### src/rtl/sr_lru_ctrl.sv
// LRU list sequencer for lru.push / lru.pop: sequential key scan, single-cycle
// parallel reorder, one-cycle response pulse with optional tail eviction.
module sr_lru_ctrl #(
    parameter int DEPTH = 8,
    parameter int WIDTH = 32,
    parameter int CW    = $clog2(DEPTH + 1)
) (
    input  logic             clk,
    input  logic             rst,
    input  logic             req_valid,
    output logic             req_ready,
    input  logic             req_op,
    input  logic [WIDTH-1:0] req_data,
    output logic             resp_valid,
    output logic [WIDTH-1:0] resp_data,
    output logic             evict_valid,
    output logic [WIDTH-1:0] evict_data,
    output logic [CW-1:0]    count
);

    typedef enum logic [1:0] {
        S_IDLE,
        S_SCAN,
        S_UPDATE,
        S_RESP
    } state_t;

    state_t                      r_state;
    logic                        r_op;
    logic [WIDTH-1:0]            r_key;
    logic [CW-1:0]               r_idx;
    logic [CW-1:0]               r_count;
    logic                        r_hit;
    logic                        r_req_ready;
    logic                        r_resp_valid;
    logic [WIDTH-1:0]            r_resp_data;
    logic                        r_evict_valid;
    logic [WIDTH-1:0]            r_evict_data;
    logic [DEPTH-1:0][WIDTH-1:0] r_entry;

    logic [DEPTH-1:0][WIDTH-1:0] w_entry_next;
    logic [DEPTH-1:0]            w_idx_sel;
    logic [DEPTH-1:0]            w_pos_sel;
    logic [DEPTH-1:0]            w_key_match;
    logic [CW-1:0]               w_pos;
    logic [CW-1:0]               w_push_lim;
    logic                        w_pos_upper_zero;
    logic                        w_pop_ok;
    logic                        w_scan_hit;
    logic                        w_full;
    logic                        w_evict;
    logic [WIDTH-1:0]            w_pop_data;
    logic [WIDTH-1:0]            w_result;

    assign req_ready   = r_req_ready;
    assign resp_valid  = r_resp_valid;
    assign resp_data   = r_resp_data;
    assign evict_valid = r_evict_valid;
    assign evict_data  = r_evict_data;
    assign count       = r_count;

    // A pop position with any bit set above the count width is out of range.
    assign w_pos = r_key[CW-1:0];
    generate
        if (WIDTH > CW) begin : g_upper
            assign w_pos_upper_zero = (r_key[WIDTH-1:CW] == '0);
        end else begin : g_no_upper
            assign w_pos_upper_zero = 1'b1;
        end
    endgenerate

    assign w_pop_ok   = w_pos_upper_zero && (w_pos < r_count);
    assign w_full     = (r_count == CW'(DEPTH));
    assign w_evict    = !r_hit && w_full;
    assign w_scan_hit = |(w_idx_sel & w_key_match);

    // The scan stops at the hit index or at count, so r_idx is also the
    // upper bound of the push shift; a full-list miss clamps it to the tail.
    assign w_push_lim = (r_idx == CW'(DEPTH)) ? CW'(DEPTH - 1) : r_idx;

    generate
        for (genvar gi = 0; gi < DEPTH; gi++) begin : g_entry
            logic [WIDTH-1:0] w_up;
            logic [WIDTH-1:0] w_down;
            logic             w_push_mv;
            logic             w_pop_mv;

            assign w_idx_sel[gi]   = (r_idx == CW'(gi));
            assign w_pos_sel[gi]   = (w_pos == CW'(gi));
            assign w_key_match[gi] = (r_entry[gi] == r_key);

            if (gi == 0) begin : g_head
                assign w_up      = r_key;
                assign w_push_mv = 1'b1;
            end else begin : g_body_up
                assign w_up      = r_entry[gi-1];
                assign w_push_mv = (CW'(gi) <= w_push_lim);
            end

            if (gi == DEPTH - 1) begin : g_tail
                assign w_down   = r_entry[gi];
                assign w_pop_mv = 1'b0;
            end else begin : g_body_down
                assign w_down   = r_entry[gi+1];
                assign w_pop_mv = w_pop_ok && (CW'(gi) >= w_pos);
            end

            assign w_entry_next[gi] =
                (r_state == S_UPDATE && !r_op && w_push_mv) ? w_up   :
                (r_state == S_UPDATE &&  r_op && w_pop_mv)  ? w_down :
                                                              r_entry[gi];
        end
    endgenerate

    always_comb begin
        w_pop_data = '0;
        for (int j = 0; j < DEPTH; j++) begin
            if (w_pos_sel[j]) begin
                w_pop_data = r_entry[j];
            end
        end
    end

    always_comb begin
        w_result = '0;
        if (!r_op) begin
            w_result = r_hit ? WIDTH'(r_idx) : '1;
        end else if (w_pop_ok) begin
            w_result = w_pop_data;
        end
    end

    // Entry storage carries no reset: slots at or beyond count are don't-care.
    always_ff @(posedge clk) begin
        r_entry <= w_entry_next;
    end

    always_ff @(posedge clk or posedge rst) begin
        if (rst) begin
            r_state       <= S_IDLE;
            r_op          <= 1'b0;
            r_key         <= '0;
            r_idx         <= '0;
            r_count       <= '0;
            r_hit         <= 1'b0;
            r_req_ready   <= 1'b1;
            r_resp_valid  <= 1'b0;
            r_resp_data   <= '0;
            r_evict_valid <= 1'b0;
            r_evict_data  <= '0;
        end else begin
            case (r_state)
                S_IDLE: begin
                    if (req_valid && r_req_ready) begin
                        r_op        <= req_op;
                        r_key       <= req_data;
                        r_idx       <= '0;
                        r_hit       <= 1'b0;
                        r_req_ready <= 1'b0;
                        r_state     <= req_op ? S_UPDATE : S_SCAN;
                    end
                end
                S_SCAN: begin
                    if (r_idx == r_count) begin
                        r_hit   <= 1'b0;
                        r_state <= S_UPDATE;
                    end else if (w_scan_hit) begin
                        r_hit   <= 1'b1;
                        r_state <= S_UPDATE;
                    end else begin
                        r_idx <= r_idx + 1'b1;
                    end
                end
                S_UPDATE: begin
                    r_resp_valid <= 1'b1;
                    r_resp_data  <= w_result;
                    if (!r_op) begin
                        if (!r_hit && !w_full) begin
                            r_count <= r_count + 1'b1;
                        end
                        if (w_evict) begin
                            r_evict_valid <= 1'b1;
                            r_evict_data  <= r_entry[DEPTH-1];
                        end
                    end else if (w_pop_ok) begin
                        r_count <= r_count - 1'b1;
                    end
                    r_state <= S_RESP;
                end
                S_RESP: begin
                    r_resp_valid  <= 1'b0;
                    r_evict_valid <= 1'b0;
                    r_req_ready   <= 1'b1;
                    r_state       <= S_IDLE;
                end
                default: begin
                    r_state <= S_IDLE;
                end
            endcase
        end
    end

endmodule

### config.mk
export PLATFORM = sky130hd
export DESIGN_NAME = sr_lru_ctrl
export DESIGN_NICKNAME = d
export VERILOG_FILES = /design/src/rtl/sr_lru_ctrl.sv
export SDC_FILE = /design/constraint.sdc
export NUM_CORES = 1
export LEC_CHECK = 0
export BUFFER_PORTS_ARGS = -buffer_cell sky130_fd_sc_hd__buf_2
export CAP_MARGIN = 20
export CELL_PAD_IN_SITES_DETAIL_PLACEMENT = 1
export CELL_PAD_IN_SITES_GLOBAL_PLACEMENT = 1
export CORE_ASPECT_RATIO = 0.8
export CORE_UTILIZATION = 40
export CTS_CLUSTER_DIAMETER = 100
export DETAILED_ROUTE_END_ITERATION = 7
export PLACE_DENSITY_LB_ADDON = 0.1
export SYNTH_ARGS = -nofsm -noshare
export SYNTH_HDL_FRONTEND = slang
export SYNTH_SLANG_ARGS = --single-unit
export TNS_END_PERCENT = 10
### constraint.sdc
create_clock -name clk -period 5.65 [get_ports clk]
set_input_delay 0.565 -clock clk [delete_from_list [all_inputs] [get_ports clk]]
set_output_delay 0.565 -clock clk [all_outputs]
set_load 0.02 [all_outputs]
== After elaboration in Yosys (flattened, before gate mapping) ==
Cells that the tools add are included.

* Bits in registers: 367
* Input port bits: 36
* Logic and storage cells: 175

* Add/sub/neg operators: 3
* Order comparisons: 15
* Equal/unequal tests: 35
* Multiplexer cells: 47
* Bitwise operators: 2
* Reduce and logical (&&, ||, !) cells: 54

{| class="wikitable"
|+ Operators by type and width
! cell !! count
|-
| 32-bit 2-to-1 mux || 25
|-
| 32-bit == test || 8
|-
| 4-bit by 3-bit == test with 1-bit output (second input constant) || 8
|-
| 28-bit logical NOT || 1
|-
| 4-bit 2-to-1 mux || 7
|-
| 1-bit logical AND || 27
|-
| 2-bit nonzero test || 11
|-
| 4-bit by 2-bit == test with 1-bit output (second input constant) || 4
|-
| 3-bit by 4-bit less-or-equal comparator with 1-bit output (first input constant) || 4
|-
| 3-bit by 4-bit >= comparator with 1-bit output (first input constant) || 3
|-
| 3-bit AND reduction || 4
|-
| 2-bit != test (second input constant) || 5
|-
| 4-bit by 1-bit adder with 4-bit output (second input constant) || 2
|-
| 8-bit AND || 1
|-
| 4-bit by 1-bit == test with 1-bit output (second input constant) || 2
|-
| 4-bit == test (second input constant) || 2
|-
| 1-bit by 4-bit >= comparator with 1-bit output (first input constant) || 2
|-
| 2-bit by 4-bit >= comparator with 1-bit output (first input constant) || 2
|-
| 2-bit by 4-bit less-or-equal comparator with 1-bit output (first input constant) || 2
|-
| 4-bit logical NOT || 2
|-
| 2-bit 2-to-1 mux || 4
|-
| 1-bit case mux with 2 select lines || 4
|-
| 2-bit case mux with 4 select lines || 1
|-
| 4-bit case mux with 2 select lines || 1
|-
| other kinds (15) || 24
|}

== Longest topological paths before layout ==
Gate-level depths: netlist of run 1.

* Word-level depth: 11
* Depth in mapped cells: 11
* Mapped depth without buffers: 10

== Least setup slack after synthesis of run 1 ==
No wires, ideal clock.

* Path kind: reg-to-reg
* Start point: register r_count[1], in the netlist count[1]
* End point: register r_entry (netlist bit g_entry[1].w_up[0]) (enable)
* Library setup time: 0.470 ns
* Arrival: 4.221 ns
* Required time: 5.180 ns
* Path slack: 0.959 ns
* Cell stages (with the launch flop): 10
* Path buffers: 1
* Clock period less this slack: 4.691 ns
* Path through: dfrtp_1 > inv_1 > ha_1 > a21boi_0 > o21ai_0 > nand2b_1 > a211oi_2 > buf_4 > nand3_1 > a21boi_0

* Longest elaborated chain between the ends: 5

{| class="wikitable"
|+ Ends and longest elaborated chain
! element !! RTL line !! source
|-
| start: declaration || 32 || <nowiki>logic [CW-1:0] r_count;</nowiki>
|-
| start signal: assignment || 179 || <nowiki>r_count <= r_count + 1'b1;</nowiki>
|-
| start signal: assignment || 186 || <nowiki>r_count <= r_count - 1'b1;</nowiki>
|-
| 4-bit less-than comparator || 72 || <nowiki>assign w_pop_ok = w_pos_upper_zero && (w_pos < r_count);</nowiki>
|-
| 1-bit logical AND || 72 ||
|-
| 1-bit logical AND || 105 || <nowiki>assign w_pop_mv = w_pop_ok && (CW'(gi) >= w_pos);</nowiki>
|-
| 1-bit logical AND || 110 || <nowiki>(r_state == S_UPDATE && r_op && w_pop_mv) ? w_down :</nowiki>
|-
| 2-bit nonzero test (no source line) || n/a ||
|-
| end signal: assignment || 135 || <nowiki>r_entry <= w_entry_next;</nowiki>
|-
| end: declaration || 39 || <nowiki>logic [DEPTH-1:0][WIDTH-1:0] r_entry;</nowiki>
|}

Every way passes these cells.
A chain may end at the register's enable or synchronous reset.

== Worst setup path in the final report of run 1 ==
* Start point: register r_key[30], in the netlist g_entry[0].w_up[30]
* End point: register r_entry (netlist bit g_entry[4].w_down[28]) (enable)

* Longest elaborated chain between the ends: 5

{| class="wikitable"
|+ Ends and longest elaborated chain
! element !! RTL line !! source
|-
| start: declaration || 30 || <nowiki>logic [WIDTH-1:0] r_key;</nowiki>
|-
| start signal: assignment || 156 || <nowiki>r_key <= req_data;</nowiki>
|-
| 28-bit logical NOT || 66 || <nowiki>assign w_pos_upper_zero = (r_key[WIDTH-1:CW] == '0);</nowiki>
|-
| 1-bit logical AND || 72 ||
|-
| 1-bit logical AND || 105 ||
|-
| 1-bit logical AND || 110 ||
|-
| 2-bit nonzero test (no source line) || n/a ||
|}

Every way passes these cells.

==> results.tsv, run 1 <==
stage	metric	value	unit
die	start_util	0.405	
route	drtIter0Drc	1443	
layout	multi_input_area	9520	um^2
layout	register_area	10500	um^2
synthesis	ys_warn_count	0	
critical_path	crit_arrival	4.42	ns
layout	syn_to_final_growth	12.3	%
clock_network	clk_path_buf_depth	3	
grt	grt_pass1_vias	14900	
clock_network	postCtsHoldBufs	0	
critical_path	critPathMaxFanout	32	
route	remaining_drc_errors	0	
critical_path	critPathRequiredTime	5.85	ns
critical_path	start_kind	flop	
grt	overflow	0	
clock_network	cts_tree	built	
sta	slew_headroom	0.269	
route	top_layer_used	met5	
route	viasPerCell	5.96	
pwr	leakage	0.00859	uW
layout	layout-drive-gt1-share	0.310	
sta	finalSetupViolations	0	
sta	skew	0.0194	ns
route	met2_length	35.8	mm
pwr	vdd_drop_max	0.000258	V
synthesis	yosysUniqueCellTypes	56	
placed_design	dp_hpwl	56.8	mm
sta	finalSetupTns	0	ns
sta	hold_viol_final	0	
clock_network	clkSinkCount	367	
synthesis	ys_ff_latch	367	
layout	final_common_cell	mux2_2	
layout	mostFrequentLayoutCells	mux2_2, edfxtp_1, xor2_1	
route	drt-total-wl	77.6	mm
outcome	status	finished clean	
synthesis	syn_nets	1719	
sta	rsz0062_at_grt	false	
synthesis	ys_seq_area_frac	0.507	
die	rows	74	
sta	layout_setup_ws	1.43	ns
placed_design	port_buffers	106	
job	maxCapViolCount	0	
clock_network	cts_buffers	43	
clock_network	htreeDepth	2	
grt	antenna_found_initial	1	
clock_network	root_buffer	clkbuf_16	
grt	grt_usage	0.297	
critical_path	worstSetupPathType	reg2reg	
synthesis	syn_area	20600	um^2
synthesis	synth_top_flop_cell	edfxtp_1	
route	wl_met3	5.12	mm
clock_network	cts_resized	0	
critical_path	r2r_setup_slack	1.43	ns
die	top_level_ports	107	
sta	timing.fmax	237	MHz
min_path	hold_class	in2async	
placed_design	dp_slack	1.62	ns
die	fp.dieArea	52500	um^2
synthesis	synth_edf_count	256	
route	dr.pass1.iters	5	
pwr	powerDensity	606	nW/um^2
critical_path	critPathCaptureType	flop	
clock_network	post_cts_buffers	0	
clock_network	clkLatencyLatePin	0.58	ns
sta	slew_viol_final	0	
synthesis	synth.avg_cell_area	12.4	um^2
die	core_area	51000	um^2
sta	min_period	4.22	ns
route	antenna_left	0	
grt	grt_max_degree	48	
route	routed-via-count	14700	
placed_design	routabilityCongestion	0.942	
die	die_h	205	um
sta	worst_pin_slew	1.09	ns
die	die_x	256	um
layout	fillers	5249	
synthesis	async_flop_share	0.302	
layout	nets	1792	
layout	antenna_cells	0	
route	wl_met1	34.5	mm
grt	grt_pass1_wl	112	mm
sta	fin_crit_sh	0.747	
clock_network	clk_pin_slew	0.06	ns
synthesis	synthesis.instances	1669	
route	wl_per_cell	31.5	um
## critical path: stages (launching register included)
cell and delay [ns]:
dfrtp_1 0.60, nor4_1 1.00, nand4_1 0.28, a211oi_4 0.55, nand2_1 0.31, a211oi_1 0.28
or2_2 0.77
## power by group
group | switching, uW | internal (uW) | total [uW]
clock | 1210 | 1630 | 2840
sequential | 1190 | 3850 | 5040
combinational | 3880 | 2300 | 6180
## logic make-up (layout without fill, tap and decap cells)
family                     Yosys count  after routing  share of synthesized area
buffers and inverters              134            242                     0.0397
DFF                                367            367                      0.507
AOI/OAI and AO/OA                  226            226                     0.0639
xor gates and xnor gates           264            264                      0.113
and+or+nand+nor                    358            358                     0.0818
adders and majority gates           14             14                    0.00885
muxes                              306            306                      0.186
## final timing paths
path,from,endpoint,depth (start not counted)
max in group asynchronous,rst,g_entry[0].w_up[1]$_DFFE_PP0P_,3
worst max-delay path,g_entry[0].w_up[30]$_DFFE_PP0P_,g_entry[4].w_down[28]$_DFFE_PP_,6
worst min register to register,evict_valid$_DFFE_PP0P_,evict_valid$_DFFE_PP0P_,2
worst min-delay path,rst,evict_data[17]$_DFFE_PP0P_,2
worst max register to register,g_entry[0].w_up[30]$_DFFE_PP0P_,g_entry[4].w_down[28]$_DFFE_PP_,6
min in group clk,req_data[6],g_entry[0].w_up[6]$_DFFE_PP0P_,2
## state kept, by name, indices dropped and copies added (netlist names)
name,flops
resp_valid,1
req_ready,1
r_state,2
evict_valid,1
evict_data,32
r_op,1
g_entry.w_up,64
resp_data,32
g_entry.w_down,224
r_idx,4
count,4
r_hit,1
## through the flow
stage / instance area, um^2 / utilization / total power (uW) / hold WS (ns) / cells
3_3_place_gp: 21700 / 0.426 / 11000 / 0.472 / 2379
4_1_cts: 23200 / 0.454 / 14000 / 0.0587 / 2460
5_1_grt: 23200 / 0.454 / 14700 / 0.0912 / 2461
2_1_floorplan: 20600 / - / 8790 / 0.484 / 1669
6_report: 23200 / 0.454 / 14100 / 0.0498 / 2461
3_5_place_dp: 21800 / 0.426 / 11100 / 0.478 / 2380
## metal layers
layer | vias up | global-route usage
met1 | 7766 | 0.420
met5 | - | 0
met4 | 2 | 0.0832
met3 | 93 | 0.0467
li1 | 6263 | -
met2 | 538 | 0.474
## cells in the mapped netlist (5+ instances only)
cell | number | area (um^2)
a211oi_1 | 6 | 45.0
a21oi_1 | 100 | 500
a22oi_1 | 15 | 113
a31oi_1 | 10 | 62.6
and2_1 | 13 | 81.3
buf_1 | 12 | 45.0
buf_2 | 28 | 140
buf_4 | 20 | 150
buf_6 | 24 | 270
clkbuf_1 | 33 | 124
dfrtp_1 | 110 | 2750
edfxtp_1 | 256 | 7690
ha_1 | 13 | 163
inv_1 | 13 | 48.8
mux2_2 | 260 | 2930
mux2i_1 | 9 | 90.1
mux4_2 | 36 | 811
nand2_1 | 118 | 443
nand2b_1 | 5 | 31.3
nand3_1 | 14 | 70.1
nand4_1 | 22 | 138
nor2_1 | 92 | 345
nor2b_1 | 5 | 31.3
nor3_1 | 16 | 80.1
nor4_1 | 66 | 413
o211ai_1 | 13 | 97.6
o21ai_0 | 35 | 175
o21ai_1 | 28 | 140
xnor2_1 | 16 | 140
xor2_1 | 246 | 2150
## cell type report
type,instances,area share
timing repair buffer,147,0.0372
clock buffer,58,0.0528
inverter,15,0.00254
multi-input combinational,1168,0.411
sequential,367,0.452
tap,684,0.0369
clock inverter,22,0.00799
Note: power is estimated with default switching activity, not from simulation.
==> run 2, diff against run 1 <==
--- a/config.mk
+++ b/config.mk
@@ -5,6 +5,7 @@
 export SDC_FILE = /design/constraint.sdc
 export NUM_CORES = 1
 export LEC_CHECK = 0
+export ABC_AREA = 1
 export BUFFER_PORTS_ARGS = -buffer_cell sky130_fd_sc_hd__buf_2
 export CAP_MARGIN = 20
 export CELL_PAD_IN_SITES_DETAIL_PLACEMENT = 1
==> constraint.sdc (replaced) <==
create_clock -name clk -period 4 [get_ports clk]
set_input_delay 0.4 -clock clk [delete_from_list [all_inputs] [get_ports clk]]
set_output_delay 0.4 -clock clk [all_outputs]
set_load 0.02 [all_outputs]
==> run 2 against run 1 <==
Against the previous run: clock power is 39% higher; synthesized cell count is 45% higher; worst setup slack worse by 0.89 ns; fmax is 22% higher; sequential share of layout area is 0.25 points lower; largest cell class unchanged; clock-buffer cell count is 1 higher; sequential power is 14% higher; largest power group unchanged; hold slack worse by 0.013 ns; total power is 16% higher.
==> results.tsv, run 2 <==
stage	metric	value	unit	change
synthesis	synth_top_area_frac	0.370		was 0.372
critical_path	critPathCaptureType	flop		unchanged
synthesis	syn_area	20800	um^2	was 20600 um^2
sta	finalSetupViolations	0		unchanged
clock_network	cts_buffers	43		unchanged
placed_design	post_dp_cell_area	21900	um^2	was 21800 um^2
clock_network	postCtsHoldBufs	0		unchanged
grt	overflow	0		unchanged
sta	hold-worst-slack	0.0364	ns	was 0.0498 ns
sta	slew_viol_final	0		unchanged
sta	fin_crit_sh	0.866		was 0.747
sta	timing.fmax	289	MHz	was 237 MHz
critical_path	critPathRequiredTime	4.20	ns	was 5.85 ns
clock_network	clkSinkCount	367		unchanged
die	fp.dieArea	52800	um^2	was 52500 um^2
layout	largest_reg_flops	224		unchanged
die	die_x	257	um	was 256 um
sta	skew	0.0198	ns	was 0.0194 ns
die	core_area	51100	um^2	was 51000 um^2
sta	hold_viol_final	0		unchanged
critical_path	path_cells	nor4_1 > nand3_1 > nor2_1 > nand2_2 > inv_2 > nand3_2 > o211ai_1 > buf_4		was nor4_1 > nand4_1 > a211oi_4 > nand2_1 > a211oi_1 > or2_2
synthesis	synth_edf_count	256		unchanged
layout	final_common_cell	nand2_1		was mux2_2
sta	layout_setup_ws	0.538	ns	was 1.43 ns
critical_path	crit_buf_inv	2		was 0
clock_network	post_cts_buffers	0		unchanged
route	dr.pass1.iters	5		unchanged
sta	slew_headroom	0.366		was 0.269
outcome	status	finished clean		unchanged
clock_network	clk_pin_slew	0.06	ns	about the same
clock_network	root_buffer	clkbuf_16		unchanged
die	rows	74		unchanged
placed_design	routabilityCongestion	0.899		was 0.942
clock_network	clk_path_buf_depth	3		unchanged
pwr	power	16300	uW	was 14100 uW
synthesis	yosys-top-cells-count	nand2_1, o21ai_0, edfxtp_1		was mux2_2, edfxtp_1, xor2_1
critical_path	r2r-start	g_entry[0].w_up[18]$_DFFE_PP0P_		was g_entry[0].w_up[30]$_DFFE_PP0P_
route	routed-via-count	17400		was 14700
route	antenna_left	0		unchanged
layout	stdcell_area	23300	um^2	was 23200 um^2
layout	nets	2530		was 1792
clock_network	cts_tree	built		unchanged
sta	rsz0062_at_grt	false		unchanged
critical_path	cp_top_family	simple AND/OR/NAND/NOR gates		unchanged
clock_network	htreeDepth	2		unchanged
critical_path	critPathSlowestCell	nor4_1		unchanged
route	remaining_drc_errors	0		unchanged
synthesis	ys_ff_latch	367		unchanged
synthesis	synth_area_leaders	edfxtp_1, dfrtp_1, nand2_1, o21ai_0, xnor2_1		was edfxtp_1, mux2_2, dfrtp_1, xor2_1, mux4_2
pwr	vdd_drop_max	0.000381	V	was 0.000258 V
placed_design	dp_hpwl	56.3	mm	was 56.8 mm
sta	min_period	3.46	ns	was 4.22 ns
synthesis	synth.avg_cell_area	8.58	um^2	was 12.4 um^2
critical_path	critPathMaxStageDelay	0.81	ns	was 1.00 ns
grt	grt_max_degree	67		was 48
synthesis	synthesis.instances	2420		was 1669
route	drt-total-wl	76.5	mm	was 77.6 mm
die	die_h	206	um	was 205 um
die	start_util	0.406		was 0.405
synthesis	yosysUniqueCellTypes	50		was 56
job	maxCapViolCount	0		unchanged
synthesis	synth_top_flop_cell	edfxtp_1		unchanged
placed_design	port_buffers	106		unchanged
layout	syn_to_final_growth	12.2	%	was 12.3%
die	top_level_ports	107		unchanged
route	drtIter0Drc	1144		was 1443
grt	antenna_found_initial	1		unchanged
route	viasPerCell	5.44		was 5.96
min_path	hold_class	in2async		unchanged
layout	antenna_cells	0		unchanged
placed_design	dp_slack	0.524	ns	was 1.62 ns
critical_path	r2r_setup_slack	0.54	ns	was 1.43 ns
sta	worst_pin_slew	0.951	ns	was 1.09 ns
layout	mostFrequentLayoutCells	nand2_1, o21ai_0, edfxtp_1		was mux2_2, edfxtp_1, xor2_1
clock_network	clkLatencyLatePin	0.57	ns	was 0.58 ns
grt	grt_pass1_vias	18300		was 14900
critical_path	r2r_end	g_entry[3].w_down[14]$_DFFE_PP_		was g_entry[4].w_down[28]$_DFFE_PP_
synthesis	ys_warn_count	0		unchanged
synthesis	yosys.area.top_type	edfxtp_1		unchanged
sta	finalSetupTns	0	ns	unchanged
critical_path	crit_arrival	3.66	ns	was 4.42 ns
clock_network	cts_resized	0		unchanged
grt	grt_usage	0.289		was 0.297
critical_path	critPathMaxFanout	32		unchanged
critical_path	reg2reg_depth	8		was 6
critical_path	start_kind	flop		unchanged
grt	grt_pass1_wl	114	mm	was 112 mm
pwr	powerDensity	701	nW/um^2	was 606 nW/um^2
layout	fillers	6103		was 5249
synthesis	synth_most_common_cell	nand2_1		was mux2_2
critical_path	worstSetupPathType	reg2reg		unchanged
synthesis	async_flop_share	0.302		unchanged
synthesis	ys_seq_area_frac	0.504		was 0.507
route	wl_per_cell	23.9	um	was 31.5 um
layout	layout-drive-gt1-share	0.114		was 0.310
pwr	leakage	0.00959	uW	was 0.00859 uW
synthesis	syn_nets	2470		was 1719
-- run 2: cell count changes in the layout (fill, tap and decap cells not counted), sizes merged, moves of 36 or more --
cell / change
nand2: +529
o21ai: +279
mux2: -260
inv: +215
xor2: -184
xnor2: +114
nor2: +112
nor4: -60
mux4: -36
-- run 2: final cells by class --
| cell class | count | area [um^2] | share of cell area |
|---|---|---|---|
| sequential | 367 | 10500 | 0.449 |
| tap | 684 | 856 | 0.0367 |
| timing repair buffer | 153 | 958 | 0.0411 |
| clock buffer | 59 | 1230 | 0.0528 |
| multi-input combinational | 1681 | 8750 | 0.376 |
| inverter | 234 | 886 | 0.0380 |
| clock inverter | 19 | 146 | 0.00628 |
-- run 2: how the worst max path moves through the flow --
stage | from | to | cells after the start
6_report | g_entry[0].w_up[18]$_DFFE_PP0P_ | g_entry[3].w_down[14]$_DFFE_PP_ | 8
5_1_grt | g_entry[0].w_up[18]$_DFFE_PP0P_ | g_entry[3].w_down[14]$_DFFE_PP_ | 8
4_1_cts | g_entry[0].w_up[18]$_DFFE_PP0P_ | g_entry[1].w_up[20]$_DFFE_PP_ | 8
3_5_place_dp | g_entry[0].w_up[18]$_DFFE_PP0P_ | g_entry[1].w_up[20]$_DFFE_PP_ | 8
3_3_place_gp | g_entry[0].w_up[18]$_DFFE_PP0P_ | g_entry[1].w_up[20]$_DFFE_PP_ | 8
2_1_floorplan | count[1]$_DFFE_PP0P_ | g_entry[4].w_down[0]$_DFFE_PP_ | 9
-- run 2: through the flow --
step                      utilization  std cells
after detailed placement        0.429       3119
after global routing            0.456       3197
after global placement          0.429       3119
after CTS                       0.456       3197
final                           0.456       3197
after floorplan                     -       2420
-- run 2: where the power goes --
part | total (uW) | switching (uW) | leakage, uW | internal (uW)
sequential | 5750 | 887 | 0.00364 | 4860
combinational | 6630 | 4500 | 0.00526 | 2130
clock | 3940 | 1670 | 0.000682 | 2280
-- run 2: logic make-up (layout without fill, tap and decap cells) --
| family | count (synthesis) | in the layout | share of synthesized area |
|---|---|---|---|
| xor gates and xnor gates | 194 | 194 | 0.0822 |
| AOI/OAI and AO/OA | 518 | 518 | 0.136 |
| muxes | 1 | 1 | 0.000542 |
| and+or+nand+nor | 954 | 954 | 0.188 |
| DFF | 367 | 367 | 0.504 |
| adders and majority gates | 14 | 14 | 0.00880 |
| buffers and inverters | 372 | 465 | 0.0800 |
-- run 2: per-layer routing --
layer / share of wire / vias up / wire length, um / GRT usage
met5: 0 / - / 0 / 0
met4: 0.030 / 0 / 2320 / 0.0959
met3: 0.036 / 118 / 2730 / 0.0304
met2: 0.51 / 348 / 38700 / 0.515
met1: 0.43 / 8832 / 32700 / 0.364
li1: - / 8109 / - / -
-- run 2: worst register-to-register path, cell delays in order (launching register included) --
cell and delay [ns]:
dfrtp_1 0.60, nor4_1 0.82, nand3_1 0.16, nor2_1 0.23, nand2_2 0.09, inv_2 0.29
nand3_2 0.26, o211ai_1 0.16, buf_4 0.47
